<file path="src/rtl/call_register.sv">
// Elevator call register: synchronizes raw buttons, latches presses,
// clears on serve, and summarizes pending requests relative to the cabin.
module call_register (
    input  logic       clk,
    input  logic       rst,
    input  logic [7:0] floor_in,
    input  logic [7:0] up_in,
    input  logic [7:0] down_in,
    input  logic [2:0] floor,
    input  logic [1:0] dir,
    input  logic       serve,
    output logic [7:0] floor_btn,
    output logic [7:0] up,
    output logic [7:0] down,
    output logic       req_above,
    output logic       req_below,
    output logic       req_here
);

    localparam int CAB = 0;
    localparam int UPC = 1;
    localparam int DNC = 2;

    logic [2:0][7:0] raw;
    logic [2:0][7:0] s1_q;
    logic [2:0][7:0] s2_q;
    logic [2:0][7:0] prev_q;
    logic [2:0][7:0] press;

    logic [7:0] cab_q, cab_d;
    logic [7:0] up_q,  up_d;
    logic [7:0] dn_q,  dn_d;

    logic [7:0] here_oh;
    logic [7:0] clr_cab;
    logic [7:0] clr_up;
    logic [7:0] clr_dn;
    logic [7:0] any_req;
    logic [7:0] above_mask;
    logic [7:0] below_mask;

    assign raw = {down_in, up_in, floor_in};

    always_ff @(posedge clk or posedge rst) begin
        if (rst) begin
            s1_q   <= '0;
            s2_q   <= '0;
            prev_q <= '0;
            cab_q  <= '0;
            up_q   <= '0;
            dn_q   <= '0;
        end else begin
            s1_q   <= raw;
            s2_q   <= s1_q;
            prev_q <= s2_q;
            cab_q  <= cab_d;
            up_q   <= up_d;
            dn_q   <= dn_d;
        end
    end

    // Press = rising edge of the synchronized value; clear beats set.
    always_comb begin
        press   = s2_q & ~prev_q;
        here_oh = 8'b1 << floor;
        clr_cab = '0;
        clr_up  = '0;
        clr_dn  = '0;
        if (serve) begin
            clr_cab = here_oh;
            if (dir != 2'b10) clr_up = here_oh;
            if (dir != 2'b01) clr_dn = here_oh;
        end
        cab_d = (cab_q | press[CAB]) & ~clr_cab;
        up_d  = (up_q  | press[UPC]) & ~clr_up & 8'h7F;
        dn_d  = (dn_q  | press[DNC]) & ~clr_dn & 8'hFE;
    end

    always_comb begin
        any_req    = cab_q | up_q | dn_q;
        above_mask = 8'hFE << floor;
        below_mask = here_oh - 8'd1;
        req_above  = |(any_req & above_mask);
        req_below  = |(any_req & below_mask);
        req_here   = |(any_req & here_oh);
    end

    assign floor_btn = cab_q;
    assign up        = up_q;
    assign down      = dn_q;

endmodule
</file>
<file path="config.mk">
export PLATFORM = sky130hd
export DESIGN_NAME = call_register
export DESIGN_NICKNAME = d
export VERILOG_FILES = /design/src/rtl/call_register.sv
export SDC_FILE = /design/constraint.sdc
export NUM_CORES = 1
export LEC_CHECK = 0
export CORE_ASPECT_RATIO = 0.8
export CORE_MARGIN = 8
export CORE_UTILIZATION = 45
export DETAILED_ROUTE_END_ITERATION = 7
export GPL_ROUTABILITY_DRIVEN = 0
export PLACE_DENSITY = 0.68
export REMOVE_ABC_BUFFERS = 1
export SLEW_MARGIN = 20
export SYNTH_ARGS = -nofsm -noshare
export SYNTH_HDL_FRONTEND = slang
export SYNTH_SLANG_ARGS = --single-unit
</file>
<file path="constraint.sdc">
create_clock -name clk -period 3.5 [get_ports clk]
set_input_delay 0.7 -clock clk [delete_from_list [all_inputs] [get_ports clk]]
set_output_delay 0.7 -clock clk [all_outputs]
set_load 0.01 [all_outputs]
</file>
==> impl_results.md <==
- Synth Area in Compound Gates: around 10%
- Outcome: complete, no violations
- Sw Ratio: approximately 23%
- Antenna diode count: 0
- IO Port Bufs: 54
- Final Hold Fails: 0
- DRT iter0 DRCs: between 70 and 80
- Ratio of cells with drive above 1 in the final layout: a little over 8%
- Slowest-stage cell, CP: clkdlybuf4s50_1
- Number of flops mapped to enable cells by yosys: 0
- Final period utilization: approximately nine tenths
- Crit path launch: floor[0]
- Post-CTS Hold Buffers: 0
- Pin count of the biggest net entering global routing: 47
- Synth top area cells: dfrtp_1 (79%), a21oi_1 (6.8%), inv_1 (3.4%), nor2_1 (2.0%), nor3_1 (1.3%)
- Area growth, synth to finish: 30.79%
- Count leader, synth: dfrtp_1
- Worst min-delay path startpoint: s1_q[0]
- First drt pass iteration count: 4
- Cell area power density: ~540 nW/um2
- CP max FO: 2
- Most frequent cells after synthesis: dfrtp_1 (88), a21oi_1 (38), inv_1 (25)
- Setup Skew: approximately 0.0056 ns
- Routed Wire Length: 5261 um
- Yosys reg bits: 88
- First-pass GRT wire length: ~8700 um
- TritonCTS Buffers: 9
- Worst Setup End Kind: output pin
- Largest area contributor in the netlist: dfrtp_1
- RSZ-0062 raised after global routing: no
- Post-route ant nets: 0
- CP max stage delay: around 0.54 ns
- Initial Utilization: between 40% and 50%
- Synth Area per Inst: about 14 um2
- Worst Path Arrival: roughly 2.5 ns
- Fmax: around 0.31 GHz
- Worst path bufs/invs: 2
- XOR/XNOR share of the synthesized area: 0%
- Flop pwr share: ~56%
- Fin nets: 304
- Minimum clock period: between 3 and 4 ns
- Overall Global Routing Usage: roughly an eighth
- Vias post-DR: roughly 1700
- Multiplexer share of the synthesized area: less than 1%
- Mapped cell area: about 2800 um2
- Clock sink total: 88
- Leakage: between 1.5 and 2 nW
- PostCTS Resize Cnt: 0
- Yosys warns: 0
- Simple-Gate Fraction of Synth Area: around 6.0%
- P_sw: about 460 uW
- Req. time, crit path: 2.80 ns
- Max-Cap Viols: 0
- DRC violations left: 0
- Share of flip-flops with an asynchronous set or reset: 100.0%
- Fin Setup TNS: 0 ns
- Die footprint: between 9000 and 10000 um2
- CP Cell Sequence: clkdlybuf4s50_1 > mux4_2 > nand2_1 > o31a_1 > clkdlybuf4s50_1
- Distinct cells, synth: 23
- GR Overflow Total: 0
- Clock power frac: roughly a third
- Worst r2r src: floor_btn[1]
- Core Box Area: about 6000 um2
- Die X-Extent: between 100 and 150 um
- WS Path Type: input port to output pin
- Vias in the first global route: around 1800
- Startpoint types: input port
- Die height: 86.56 um
- Largest family of logic cells by synthesized area: compound AO/OA/AOI/OAI gates
- Worst-margin pin slew: roughly 0.74 ns
- Setup bufs post-CTS: 0
- CP dominant cell by count: clkdlybuf4s50_1
- Max Root-Sink Buffers: 2
- Mapped Cells: about 210
- Final-report setup violation count: 0
- Ys flop type: dfrtp_1
- Dpl hpwl: between 3000 and 4000 um
- Internal: 1.523 mW
- Fillers: roughly 490
- Skew-Pair Late Insertion Delay: between 0.3 and 0.4 ns
- CTS tree: built
- Worst min path class: flop to flop
- Core Rows: 25
- Ports: between 50 and 60
- Fin. max-slew vios: 0
- Final Core Density: between 60 and 70%
- Rel. slew slack: between 50% and 60%
- H-tree levels: 3
- Clk slew on worst S/H paths: 0.08 ns
- Worst VDD drop: 295.1 uV
- Register area share after synthesis: between 70 and 80%
- Clock root buffer: clkbuf_8
- Vias per cell: about 4.8
- Drt wl/cell: roughly 15 um
- Adder-cell area share of the yosys netlist: 0%
- Combinational Power Share: under 10%
- Initial antenna violation count: 0
- Yosys top cell area share: just under 80%
- Crit-path leading delay family: buffers and inverters
## power by group through the flow
stage / logic [mW] / clock network (mW) / registers, mW
after floorplan: 0.0537 / 0 / 1.14
after global placement: 0.173 / 0 / 1.14
after detailed placement: 0.176 / 0 / 1.14
after CTS: 0.176 / 0.715 / 1.12
after global routing: 0.192 / 0.749 / 1.13
final: 0.173 / 0.692 / 1.12
## layout by cell type, fill, tap and decap left out, types with 2 or more instances in the layout
master and instances:
a211oi_1 2, nand2b_1 3, inv_1 24, clkinv_2 2, nor3_1 7, a21oi_1 38
o21ai_0 5, nand2_1 6, nand3_1 2, clkinvlp_4 2, nor2_1 15, conb_1 2
nor3_2 2, dfrtp_1 88, buf_4 2, clkbuf_8 10, clkdlybuf4s50_1 54
## cells by family (layout without fill, tap and decap cells)
family / Yosys count / in the layout
other cells: 1 / 2
compound gates: 52 / 52
simple gates: 36 / 36
mux: 1 / 1
flops: 88 / 88
buf+inv: 29 / 98
## final cells by class
class / count / area (um2) / share of cell area [%]
multi-input combinational: 91 / 483.0 / 13.19
tap: 81 / 101.3 / 2.767
inverter: 25 / 95.09 / 2.597
clock buffer: 10 / 137.6 / 3.758
sequential: 88 / 2202 / 60.13
timing repair buffer: 57 / 575.6 / 15.72
clock inverter: 6 / 67.56 / 1.845
## registers in the layout, summed over array words and instances (netlist names)
| register | count |
|---|---|
| prev_q | 22 |
| s1_q | 22 |
| s2_q | 22 |
| floor_btn | 8 |
| down | 7 |
| up | 7 |
## final timing paths
check	end	slack, ns	depth (start not counted)
hold reg to reg	s2_q[0]	0.35	0
min in group asynchronous	s1_q[1]	0.77	2
hold / removal	s2_q[0]	0.35	0
setup reg to reg	floor_btn[1]	2.76	2
setup / recovery	req_here	0.30	5
max in group asynchronous	s2_q[23]	2.06	3
## metal layers
layer	global-route usage, %	routed length, um	vias to the layer above
met2	19.94	2518	44
li1	-	-	808
met4	5.111	89	0
met3	5.708	380	10
met1	14.27	2274	856
met5	0	0	-
## metrics by stage
step           area, um2  setup slack, ns  power, mW  std cells  hold WS, ns
2_1_floorplan       2779           0.5214      1.193        204       0.3312
3_3_place_gp        3457           0.2790      1.308        342       0.3314
3_5_place_dp        3457           0.2947      1.314        342       0.3347
4_1_cts             3662           0.2837      2.010        358       0.3550
5_1_grt             3662           0.2090      2.067        358       0.3646
6_report            3662           0.2968      1.981        358       0.3518
(Power assumes the default switching activity.)
